### src/rtl/decimator_nchan_accum.sv
// decimator_nchan_accum: runtime-programmable whole-factor decimator.
// It emits one output for every F accepted samples. In drop mode the output
// is the first sample of the group. In accumulate mode it is the group sum.
// The factor and mode are sampled only at a group start, so a change in the
// middle of a group applies to the next group.
module decimator_nchan_accum #(
    parameter int DATA_WIDTH   = 16,
    parameter int FACTOR_WIDTH = 8,
    parameter int SIGNED       = 1,
    parameter int OUT_WIDTH    = DATA_WIDTH + FACTOR_WIDTH
) (
    input  logic                    clk,
    input  logic                    rst,
    input  logic                    en,
    input  logic                    sync,
    input  logic [FACTOR_WIDTH-1:0] factor,
    input  logic                    mode,
    input  logic                    in_valid,
    input  logic [DATA_WIDTH-1:0]   data_in,
    output logic                    out_valid,
    output logic [OUT_WIDTH-1:0]    data_out
);

    localparam logic [FACTOR_WIDTH-1:0] ONE = {{(FACTOR_WIDTH-1){1'b0}}, 1'b1};

    logic [FACTOR_WIDTH-1:0] count_q, count_d;
    logic [OUT_WIDTH-1:0]    acc_q, acc_d;
    logic [FACTOR_WIDTH-1:0] f_lat_q, f_lat_d;
    logic                    mode_lat_q, mode_lat_d;
    logic                    out_valid_q, out_valid_d;
    logic [OUT_WIDTH-1:0]    data_out_q, data_out_d;

    logic [OUT_WIDTH-1:0]    sample_ext;
    logic                    accept;
    logic                    start;
    logic                    last;
    logic [FACTOR_WIDTH-1:0] count_base;
    logic [FACTOR_WIDTH-1:0] factor_eff;
    logic [FACTOR_WIDTH-1:0] f_use;

    // Widen the sample to the accumulator width. Signed samples are
    // sign-extended and unsigned samples are zero-extended.
    generate
        if (SIGNED != 0) begin : g_sext
            assign sample_ext = {{(OUT_WIDTH-DATA_WIDTH){data_in[DATA_WIDTH-1]}}, data_in};
        end else begin : g_zext
            assign sample_ext = {{(OUT_WIDTH-DATA_WIDTH){1'b0}}, data_in};
        end
    endgenerate

    // Decode the group phase. A sync makes the current sample behave as if
    // the count were already zero.
    always_comb begin
        accept     = en & in_valid;
        count_base = sync ? '0 : count_q;
        start      = accept & (count_base == '0);
        factor_eff = (factor == '0) ? ONE : factor;
        f_use      = start ? factor_eff : f_lat_q;
        last       = accept & (count_base == (f_use - ONE));
    end

    // Compute the next state for the counter, the accumulator/drop register,
    // the latches and the output.
    always_comb begin
        count_d     = count_q;
        acc_d       = acc_q;
        f_lat_d     = f_lat_q;
        mode_lat_d  = mode_lat_q;
        out_valid_d = 1'b0;
        data_out_d  = data_out_q;
        if (en) begin
            if (sync) begin
                count_d = '0;
                acc_d   = '0;
            end
            if (accept) begin
                if (start) begin
                    f_lat_d    = factor_eff;
                    mode_lat_d = mode;
                    acc_d      = sample_ext;
                end else if (mode_lat_q) begin
                    acc_d = acc_q + sample_ext;
                end
                // In drop mode acc_d still holds the first sample of the
                // group, so the same register serves both modes.
                if (last) begin
                    count_d     = '0;
                    out_valid_d = 1'b1;
                    data_out_d  = acc_d;
                end else begin
                    count_d = count_base + ONE;
                end
            end
        end
    end

    // State registers. An asynchronous reset discards any partial group.
    always_ff @(posedge clk or negedge rst) begin
        if (!rst) begin
            count_q     <= '0;
            acc_q       <= '0;
            f_lat_q     <= ONE;
            mode_lat_q  <= 1'b0;
            out_valid_q <= 1'b0;
            data_out_q  <= '0;
        end else begin
            count_q     <= count_d;
            acc_q       <= acc_d;
            f_lat_q     <= f_lat_d;
            mode_lat_q  <= mode_lat_d;
            out_valid_q <= out_valid_d;
            data_out_q  <= data_out_d;
        end
    end

    assign out_valid = out_valid_q;
    assign data_out  = data_out_q;

endmodule

### config.mk
export PLATFORM = sky130hd
export DESIGN_NAME = decimator_nchan_accum
export DESIGN_NICKNAME = d
export VERILOG_FILES = /design/src/rtl/decimator_nchan_accum.sv
export SDC_FILE = /design/constraint.sdc
export NUM_CORES = 1
export LEC_CHECK = 0
export CAP_MARGIN = 40
export CELL_PAD_IN_SITES_DETAIL_PLACEMENT = 1
export CELL_PAD_IN_SITES_GLOBAL_PLACEMENT = 1
export CORE_MARGIN = 4
export CORE_UTILIZATION = 47
export CTS_CLUSTER_DIAMETER = 80
export DETAILED_ROUTE_END_ITERATION = 10
export PLACE_DENSITY_LB_ADDON = 0.1
export SETUP_SLACK_MARGIN = 0.2
export SYNTH_ARGS = -nofsm -noshare
export SYNTH_HDL_FRONTEND = slang
export SYNTH_SLANG_ARGS = --single-unit
### constraint.sdc
create_clock -name clk -period 11.8 [get_ports clk]
set_input_delay 1.77 -clock clk [delete_from_list [all_inputs] [get_ports clk]]
set_output_delay 1.77 -clock clk [all_outputs]
set_load 0.02 [all_outputs]
---- After elaboration in Yosys (flattened, before gate mapping) ----
Cells that the tools add are included.
word-level totals
  output and inout port bits .............. 25
  flip-flop bits (word level) ............. 66
  input port bits ......................... 30
  logic and storage cells ................. 30
operators by class
  mux-type cells .......................... 12
  equal/unequal tests ..................... 1
  add/subtract/negate cells ............... 3
  bitwise operators ....................... 3
  reductions and logical operators ........ 5
operators with widths
  kind                   number
  $mux W24               4
  $mux W8                5
  $add A24 B24 Y24       1
  $logic_not A8 Y1       2
  $add A8 B1 Y8 const B  1
  $eq A8 B8 Y1           1
  $sub A8 B1 Y8 const B  1
  $reduce_and A3 Y1      2
  $and A1 B1 Y1          3
  $mux W1                3
  $reduce_and A2 Y1      1

---- Depth between registers and ports, before layout ----
Gate-level depths: netlist (run 1).
  depth after elaboration ................. 10
  gate-level depth with buffers ........... 21
  gate-level depth less buffers ........... 16

---- Worst setup path before layout (run 1) ----
No wires, ideal clock.
  path kind ............................... input to register
  start point ............................. input port sync
  end point ............................... register data_out_q[10], in the netlist data_out[10]
  cell stages on the path ................. 20
  data required time ...................... 11675 ps
  slack ................................... 6403 ps
  setup time .............................. 125 ps
  arrival time ............................ 5271 ps
  cells stage by stage .................... clkinv_1 -> nand2_1 -> ha_1 -> and3_1 -> buf_2 -> nand2_1 -> clkbuf_1 -> clkbuf_1 -> o21ai_0 -> inv_1 -> ha_1 -> nand2_1 -> a21oi_2 -> or2_0 -> o32a_1 -> o22a_1 -> or2_1 -> buf_6 -> buf_6 -> mux2_4
between the ends
  word-level cells in the longest chain between the ends .. 8
ends and longest elaborated chain
  item                         RTL line  source
  from (decl)                  15        input logic sync,
  $mux W8                      n/a
  $logic_not A8 Y1             56        start = accept & (count_base == '0);
  $and A1 B1 Y1                56
  $mux W8                      n/a
  $sub A8 B1 Y8                59        last = accept & (count_base == (f_use - ONE));
  $eq A8 B8 Y1                 59
  $and A1 B1 Y1                59
  $reduce_and A3 Y1 (no line)  n/a
  to (signal assigned)         112       data_out_q <= data_out_d;
  to (decl)                    31        logic [OUT_WIDTH-1:0] data_out_q, data_out_d;
Parallel ways exist; a longest one is shown, timed or not.
A chain may end at the register's enable or synchronous reset.

---- Final worst setup path (run 1) ----
  start point ............................. input port sync
  end point ............................... register data_out_q[9], in the netlist data_out[9]
The elaborated chain is that of the path after synthesis.

==> results.cfg, run 1 <==
[min_path]
hp-class = reg -> reg

[grt]
grt_max_degree = 67
antenna_found_initial = 0
grt_use_total = 0.2587
grt_pass1_wl_mm = 24.56
grt.overflow.total = 0
grt_pass1_vias = 4664

[power]
power_density_nw_per_um2 = 159.0
worst_ir_drop_vdd_uv = 78.10
p_total_w = 0.0009154
leakagePower_nw = 2.596

[clock_network]
cts-root-buf = clkbuf_8
numClockSinks = 66
h-tree-depth = 3
cts.path.max_buffers = 2
post_cts_buffers = 0
cts_resized = 0
clk_pin_slew_ns = 0.08
cts_buffers = 9
hold_buffers = 0
clkLatencyLatePin_ns = 0.35
cts_tree = done

[finish]
drive_gt1_frac = 0.09406
n_fill_cell = 1233
final_util = 0.5626
syn_to_final_growth_pct = 17.44
final_nets = 658
multi_input_area_um2 = 3019
antenna_cells = 0
seq_area_um2 = 1653

[worst_setup_path]
cp_max_fo = 26
cpLargestDelayFamily = simple AND/OR/NAND/NOR gates
cp_num_buf_inv = 4
worstSetupPathType = in -> reg
critPathMostFrequentCell = nand2_1
regToRegEndpoint = data_out[9]$_DFFE_PN0P_
worst-path-stages = 17
cp_slowest_cell = clkdlybuf4s50_1
r2r_slack_ns = 7.35
crit_chain = clkdlybuf4s50_1 -> clkinv_1 -> nand2_1 -> ha_1 -> and3_1 -> nand2_1 -> o21ai_0 -> inv_1 -> ha_1 -> nand2_1 -> a21oi_2 -> or2_0 -> o32a_1 -> o22a_1 -> or2_1 -> buf_4 -> mux2_4
cp-start-kind = input port
cp.arrival_ns = 6.89
r2r_start = count_q[3]$_DFFE_PN0P_
crit_path_max_incr_delay_ns = 0.80
crit_start = sync
endpoint_kind = flop
critPathRequiredTime_ns = 12.04
worstRegToRegCells = 14
critPathCapture = data_out[9]$_DFFE_PN0P_

[routing]
drc = 0
viasPerCell = 6.081
wire_per_inst_um = 20.07
dr.pass1.iters = 4
ant_nets = 0
num_vias = 4512
drt_iter0_drc = 219
drt-total-wl_mm = 14.89

[placement]
portBuffers = 54
hpwlAfterDp_mm = 10.79
place.gp.congestion = 0.8739
detailedPlace.worstSlack_ns = 4.838

[die]
start_util = 0.4790
die-area_um2 = 12130
chipHeight_um = 110.1
core-area_um2 = 10230
boundaryPins = 55
row_count = 37
die_w_um = 110.1

[sta]
slew_viol_final = 0
slew-limit-headroom = 0.4214
max_freq_ghz = 0.1505
hold_viol_final = 0
rsz0062_at_grt = false
skew_ns = 0.01080
timing.final.ws_setup_ns = 5.155
finalCritPeriodShare = 0.5632
tightest_slew_ns = 0.8678
tns_ns = 0
whs_ns = 0.5017
finalCriticalPeriod_ns = 6.645
setup_viol = 0

[yosys]
ys_ff_latch = 66
yosys_warnings = 0
syn_nets = 615
syn_area_um2 = 4901
syn-mean-instance-area_um2 = 8.783
ys_async_sr_fraction = 1.000
ys.flop_type = dfrtp_1
ys_types = 69
synth_edf_count = 0
synth_seq_area_share = 0.3372
postSynthCellCount = 558

[flow_run]
drv_cap = 0

[outcome]
status = finished clean
layout make-up:
| type | count | area share |
|---|---|---|
| inverter | 22 | 0.01435 |
| timing repair buffer | 63 | 0.1087 |
| clock inverter | 4 | 0.008696 |
| tap | 136 | 0.02957 |
| clock buffer | 12 | 0.02696 |
| sequential | 66 | 0.2872 |
| multi-input combinational | 439 | 0.5246 |
where the power goes:
group          switching [W]  internal [W]
Sequential         0.0000383      0.000266
Clock              0.0000926      0.000109
Combinational       0.000229      0.000181
logic make-up after synthesis:
| logic type | share of synthesized area |
|---|---|
| compound gates | 0.2663 |
| simple gates | 0.1631 |
| flops | 0.3372 |
| buf+inv | 0.04748 |
| mux | 0.07608 |
| fa+ha+maj | 0.07046 |
| xor+xnor | 0.03931 |
stage by stage:
| stage | cells | area (um2) |
|---|---|---|
| 3_5_place_dp | 726 | 5550 |
| 4_1_cts | 742 | 5756 |
| 3_3_place_gp | 722 | 5498 |
| 2_1_floorplan | 558 | 4901 |
| 5_1_grt | 742 | 5756 |
| 6_report | 742 | 5756 |
cell usage after synthesis (11+ instances only):
cell	n	share of area
inv_1	21	0.016
mux2i_1	11	0.022
o21ai_0	42	0.043
a21o_1	11	0.017
a21oi_1	35	0.036
a221oi_1	13	0.023
dfrtp_1	65	0.33
xnor2_1	18	0.032
a211oi_1	13	0.020
a22o_1	18	0.032
nand2_1	60	0.046
clkbuf_1	23	0.018
o211ai_1	12	0.018
ha_1	26	0.066
nor2_1	51	0.039
worst min-delay path by stage:
stage                              from                        to  slack (ns)  depth (start not counted)
6_report         count_q[0]$_DFFE_PN0P_    count_q[0]$_DFFE_PN0P_        0.50                          1
5_1_grt        data_out[19]$_DFFE_PN0P_  data_out[19]$_DFFE_PN0P_        0.53                          1
4_1_cts          count_q[0]$_DFFE_PN0P_    count_q[0]$_DFFE_PN0P_        0.51                          1
3_5_place_dp     count_q[0]$_DFFE_PN0P_    count_q[0]$_DFFE_PN0P_        0.49                          1
3_3_place_gp     count_q[0]$_DFFE_PN0P_    count_q[0]$_DFFE_PN0P_        0.47                          1
2_1_floorplan    count_q[0]$_DFFE_PN0P_    count_q[0]$_DFFE_PN0P_        0.47                          1
layout by cell type (no fill, tap or decap), types with 7 or more instances in the layout:
cell	count
o21ai_0	42
inv_1	21
mux2i_1	11
o211ai_1	12
mux2_4	10
clkbuf_8	11
xnor2_1	18
a211oi_1	13
and3_1	7
a221oi_1	13
dfrtp_1	65
a31oi_1	7
nand2_1	60
clkdlybuf4s50_1	53
ha_1	26
mux2_2	10
a21oi_1	35
a22o_1	18
nor2_1	51
a21o_1	11
routing by layer:
metal,vias to the layer above,routed length [um],track usage
met3,14,637,0.03611
met1,2262,6966,0.3490
met5,-,0,0
met4,0,150,0.07124
li1,2146,-,-
met2,90,7133,0.4354
sequential cells by signal, summed over array words and instances (netlist names):
name	flops
out_valid	1
mode_lat_q	1
data_out	24
count_q	8
f_lat_q	8
acc_q	24
Power figures use the tool's default switching activity.
==> run 2, diff against run 1 <==
CORE_UTILIZATION = 44   (was 47)
clock period = 6.8 ns   (was 11.8 ns; I/O delays follow)
==> run 2 against run 1 <==
Against the previous run:
- clock skew rose by 0.0040 ns
- register-to-register slack got worse by 4.9 ns
- sequential power rose by 72%
- sequential cell count did not move
- global-route usage fell by 1.7 points
- critical path type unchanged
- non-clock buffer count rose by 1
==> results.cfg, run 2 (synthesis results as in run 1) <==
[power]
p_clk_frac = 0.257
power_frac_seq = 0.314
worst_ir_drop_vdd_uv = 167.6
power_switching_w = 0.0006241
power.internal_w = 0.001037
power_density_nw_per_um2 = 285.8
p_sw_frac = 0.3758
leakagePower_nw = 2.631
combPwrFrac = 0.428

[worst_setup_path]
cp.arrival_ns = 5.96
cp_slowest_cell = clkdlybuf4s50_1
crit_start = sync
worst-path-stages = 16
crit_path_max_incr_delay_ns = 0.80
cp_max_fo = 26
worstSetupPathType = in -> reg
r2r_slack_ns = 2.47
crit_chain = clkdlybuf4s50_1 -> clkinv_1 -> nand2_1 -> ha_1 -> and3_1 -> nand2_1 -> buf_4 -> o21ai_0 -> inv_1 -> ha_1 -> xnor2_1 -> a211oi_1 -> o2111ai_1 -> or2_1 -> buf_4 -> mux2_4
critPathRequiredTime_ns = 7.05
worstRegToRegCells = 13
critPathCapture = data_out[17]$_DFFE_PN0P_
cpLargestDelayFamily = buffers and inverters
cp-start-kind = input port
regToRegEndpoint = data_out[17]$_DFFE_PN0P_
cp_num_buf_inv = 5
endpoint_kind = flop
r2r_start = count_q[4]$_DFFE_PN0P_

[clock_network]
clk_pin_slew_ns = 0.08
cts_resized = 0
cts-root-buf = clkbuf_8
post_cts_buffers = 0
numClockSinks = 66
h-tree-depth = 3
cts_tree = done
clkLatencyLatePin_ns = 0.38
cts_buffers = 9
hold_buffers = 0
cts.path.max_buffers = 2

[min_path]
hp-class = reg -> reg
whs_path_depth = 1
worstHoldStart = data_out[6]$_DFFE_PN0P_

[routing]
drt-total-wl_mm = 14.81
num_vias = 4493
viasPerCell = 6.015
wire_per_inst_um = 19.83
drt_iter0_drc = 160
drc = 0
dr.pass1.iters = 4
ant_nets = 0

[outcome]
status = finished clean

[die]
boundaryPins = 55
die-area_um2 = 12890
core-area_um2 = 10890
chipHeight_um = 113.5
start_util = 0.4501
row_count = 38
die_w_um = 113.5

[sta]
tns_ns = 0
finalCritPeriodShare = 0.8386
slew-limit-headroom = 0.4236
max_freq_ghz = 0.1754
finalCriticalPeriod_ns = 5.702
skew_ns = 0.01480
rsz0062_at_grt = false
tightest_slew_ns = 0.8637
hold_viol_final = 0
setup_viol = 0
slew_viol_final = 0

[grt]
antenna_found_initial = 0
grt_use_total = 0.2416
met3_usage = 0.03554
grt_busiest_layer = met2
grt_use_met1 = 0.3212
grt_max_degree = 41
grt_pass1_vias = 4775
grt_util_met2 = 0.4028
grt.overflow.total = 0
grt_pass1_wl_mm = 24.86

[placement]
place.gp.congestion = 0.8662
place_area_um2 = 5560
portBuffers = 54
hpwlAfterDp_mm = 10.77

[finish]
final_cell_mix = dfrtp_1, nand2_1, clkdlybuf4s50_1
antenna_cells = 0
fin_area_um2 = 5812
final_util = 0.5338
final_common_cell = dfrtp_1
final_nets = 659
drive_gt1_frac = 0.09720
syn_to_final_growth_pct = 18.59
n_fill_cell = 1270

[flow_run]
drv_cap = 0
==> run 2: worst reg2reg max path: stages (launching register included) <==
cell       delay, ns
dfrtp_1         0.50
or4_4           0.63
o21ai_4         0.25
nand2_1         0.08
buf_4           0.24
o21ai_0         0.26
inv_1           0.07
ha_1            0.31
xnor2_1         0.13
a211oi_1        0.24
o2111ai_1       0.47
or2_1           0.40
buf_4           0.27
mux2_4          0.36
==> run 2: area by class of cell <==
| cell class | instances | area [um2] | share of cell area |
|---|---|---|---|
| Multi-Input combinational cell | 439 | 3019 | 0.5195 |
| Sequential cell | 66 | 1653 | 0.2844 |
| Timing Repair Buffer | 64 | 630.6 | 0.1085 |
| Tap cell | 140 | 175.2 | 0.03014 |
| Clock buffer | 11 | 151.4 | 0.02605 |
| Clock inverter | 5 | 100.1 | 0.01722 |
| Inverter | 22 | 82.58 | 0.01421 |
==> run 2: how the worst min path moves through the flow <==
stage | end | slack [ns]
after floorplan | count_q[0]$_DFFE_PN0P_ | 0.47
after global placement | count_q[0]$_DFFE_PN0P_ | 0.47
after detailed placement | data_out[14]$_DFFE_PN0P_ | 0.49
after CTS | f_lat_q[1]$_DFFE_PN0P_ | 0.52
after global routing | count_q[0]$_DFFE_PN0P_ | 0.53
final | data_out[6]$_DFFE_PN0P_ | 0.51
==> run 2: metal layers <==
layer	vias up	share of wire
met5	-	0
li1	2148	-
met1	2242	0.47
met2	80	0.48
met3	23	0.036
met4	0	0.019
==> run 2: power by group through the flow <==
| stage | Sequential (W) | Clock (W) | Combinational (W) |
|---|---|---|---|
| after floorplan | 0.000537 | 0 | 0.000478 |
| after global placement | 0.000526 | 0 | 0.000680 |
| after detailed placement | 0.000528 | 0 | 0.000705 |
| after CTS | 0.000522 | 0.000436 | 0.000713 |
| after global routing | 0.000532 | 0.000455 | 0.000788 |
| final | 0.000522 | 0.000427 | 0.000711 |
==> run 2: per-stage QoR <==
step / setup WS, ns / hold WS [ns] / power [W] / cells
floorplan: 2.153 / 0.4661 / 0.001015 / 558
global placement: 0.9940 / 0.4734 / 0.001206 / 728
detailed placement: 0.7471 / 0.4934 / 0.001233 / 731
CTS: 1.158 / 0.5157 / 0.001670 / 747
global route: 0.7576 / 0.5275 / 0.001775 / 747
finish: 1.098 / 0.5101 / 0.001661 / 747
==> run 3, diff against run 2 <==
CORE_UTILIZATION = 39   (was 44)
clock period = 4.7 ns   (was 6.8 ns; I/O delays follow)
==> run 3 against run 2 <==
Against the previous run:
- cell count increased by 5.0%
- wire length rose by 3.0%
- clock power is 81% higher
- register-to-register slack got worse by 1.6 ns
==> results.cfg, run 3 (synthesis results as in run 1) <==
[worst_setup_path]
worstRegToRegCells = 16
cp_slowest_cell = clkdlybuf4s50_1
cp.arrival_ns = 4.37
crit_path_max_incr_delay_ns = 0.51
cp_max_fo = 13
critPathRequiredTime_ns = 4.92
worstSetupPathType = in -> reg
endpoint_kind = flop
cp-start-kind = input port
crit_chain = clkdlybuf4s50_1 -> clkinv_1 -> nand2_1 -> ha_1 -> nand3_1 -> o21ai_1 -> o21ai_0 -> inv_1 -> ha_1 -> nand2_1 -> nor3_1 -> o22ai_1 -> o32a_1 -> o22a_1 -> or2_1 -> buf_4 -> mux2_4
r2r_start = count_q[3]$_DFFE_PN0P_
regToRegEndpoint = data_out[7]$_DFFE_PN0P_
cpLargestDelayFamily = buffers and inverters
cp_num_buf_inv = 4
r2r_slack_ns = 0.86

[clock_network]
hold_buffers = 0
cts_tree = done
cts.path.max_buffers = 2
clkLatencyLatePin_ns = 0.34
h-tree-depth = 3
cts_buffers = 9
clk_pin_slew_ns = 0.05
numClockSinks = 66
cts-root-buf = clkbuf_16

[power]
p_sw_frac = 0.3619
leakagePower_nw = 2.702
power_density_nw_per_um2 = 428.3
combPwrFrac = 0.399
p_total_w = 0.002564
power_switching_w = 0.0009279
worst_ir_drop_vdd_uv = 245.3
power.internal_w = 0.001636
power_frac_seq = 0.300
p_clk_frac = 0.301

[sta]
skew_ns = 0.003889
whs_ns = 0.3980
hold_viol_final = 0
slew-limit-headroom = 0.4281
setup_viol = 0
max_freq_ghz = 0.2411
tns_ns = 0
finalCriticalPeriod_ns = 4.148
timing.final.ws_setup_ns = 0.5517
finalCritPeriodShare = 0.8826
rsz0062_at_grt = false
slew_viol_final = 0
tightest_slew_ns = 0.8578

[routing]
drc = 0
dr.max_layer_used = met4
ant_nets = 0
dr.pass1.iters = 4
viasPerCell = 5.732
wire_per_inst_um = 19.47
wl_met1_mm = 7.453
wl_met2_mm = 7.199
num_vias = 4494
drt-total-wl_mm = 15.26
route.met3.wl_um = 407
drt_iter0_drc = 167

[finish]
final_cell_mix = dfrtp_1, nand2_1, clkdlybuf4s50_1
antenna_cells = 0
syn_to_final_growth_pct = 22.13
drive_gt1_frac = 0.1120
n_fill_cell = 1435
seq_area_um2 = 1653
final_common_cell = dfrtp_1
final_nets = 668
multi_input_area_um2 = 3023
final_util = 0.4922

[grt]
grt_pass1_vias = 4833
grt_use_total = 0.2214
grt_max_degree = 39
grt_pass1_wl_mm = 25.64
grt.overflow.total = 0
antenna_found_initial = 0

[placement]
place.gp.congestion = 0.8233
hpwlAfterDp_mm = 11.03
portBuffers = 54
detailedPlace.worstSlack_ns = 0.1450

[flow_run]
drv_cap = 0

[outcome]
status = finished clean

[die]
die_w_um = 120.1
core-area_um2 = 12160
die-area_um2 = 14420
start_util = 0.4030
boundaryPins = 55
chipHeight_um = 120.1
row_count = 40

[min_path]
hp-class = in -> async
[run 3: worst max-delay path by stage]
stage                     start                       end  slack, ns  cells past startpoint
final                      sync   data_out[7]$_DFFE_PN0P_       0.55                     17
after CTS                  sync   data_out[7]$_DFFE_PN0P_       0.49                     17
after detailed placement   sync  data_out[10]$_DFFE_PN0P_       0.14                     17
after global routing       sync  data_out[15]$_DFFE_PN0P_       0.24                     17
after global placement     sync   data_out[7]$_DFFE_PN0P_       0.35                     17
after floorplan            sync  data_out[10]$_DFFE_PN0P_       0.37                     20
[run 3: final cells by class]
type,instances,area share
clock buffer,12,0.04452
tap,168,0.03512
timing repair buffer,73,0.1133
multi-input combinational,439,0.5050
clock inverter,4,0.01212
sequential,66,0.2761
inverter,22,0.01380
[run 3: stage by stage]
| step | cells | area [um2] |
|---|---|---|
| floorplan | 558 | 4901 |
| global placement | 767 | 5635 |
| detailed placement | 768 | 5643 |
| CTS | 784 | 5982 |
| global route | 784 | 5986 |
| finish | 784 | 5986 |
[run 3: repair_timing]
item | CTS | global route
buffers inserted | 0 | 0
gates resized for setup | 0 | 2
endpoints found under the setup margin | 0 | 25
[run 3: per-layer routing]
metal / track usage / vias up
li1: - / 2156
met1: 0.3001 / 2264
met2: 0.3667 / 59
met3: 0.03817 / 15
met4: 0.05583 / 0
met5: 0 / -
[run 3: power by group through the flow]
stage	clock [W]	sequential, W	combinational [W]
floorplan	0	0.000777	0.000692
global placement	0	0.000774	0.000991
detailed placement	0	0.000778	0.00101
CTS	0.000784	0.000770	0.00102
global route	0.000814	0.000786	0.00114
finish	0.000772	0.000769	0.00102
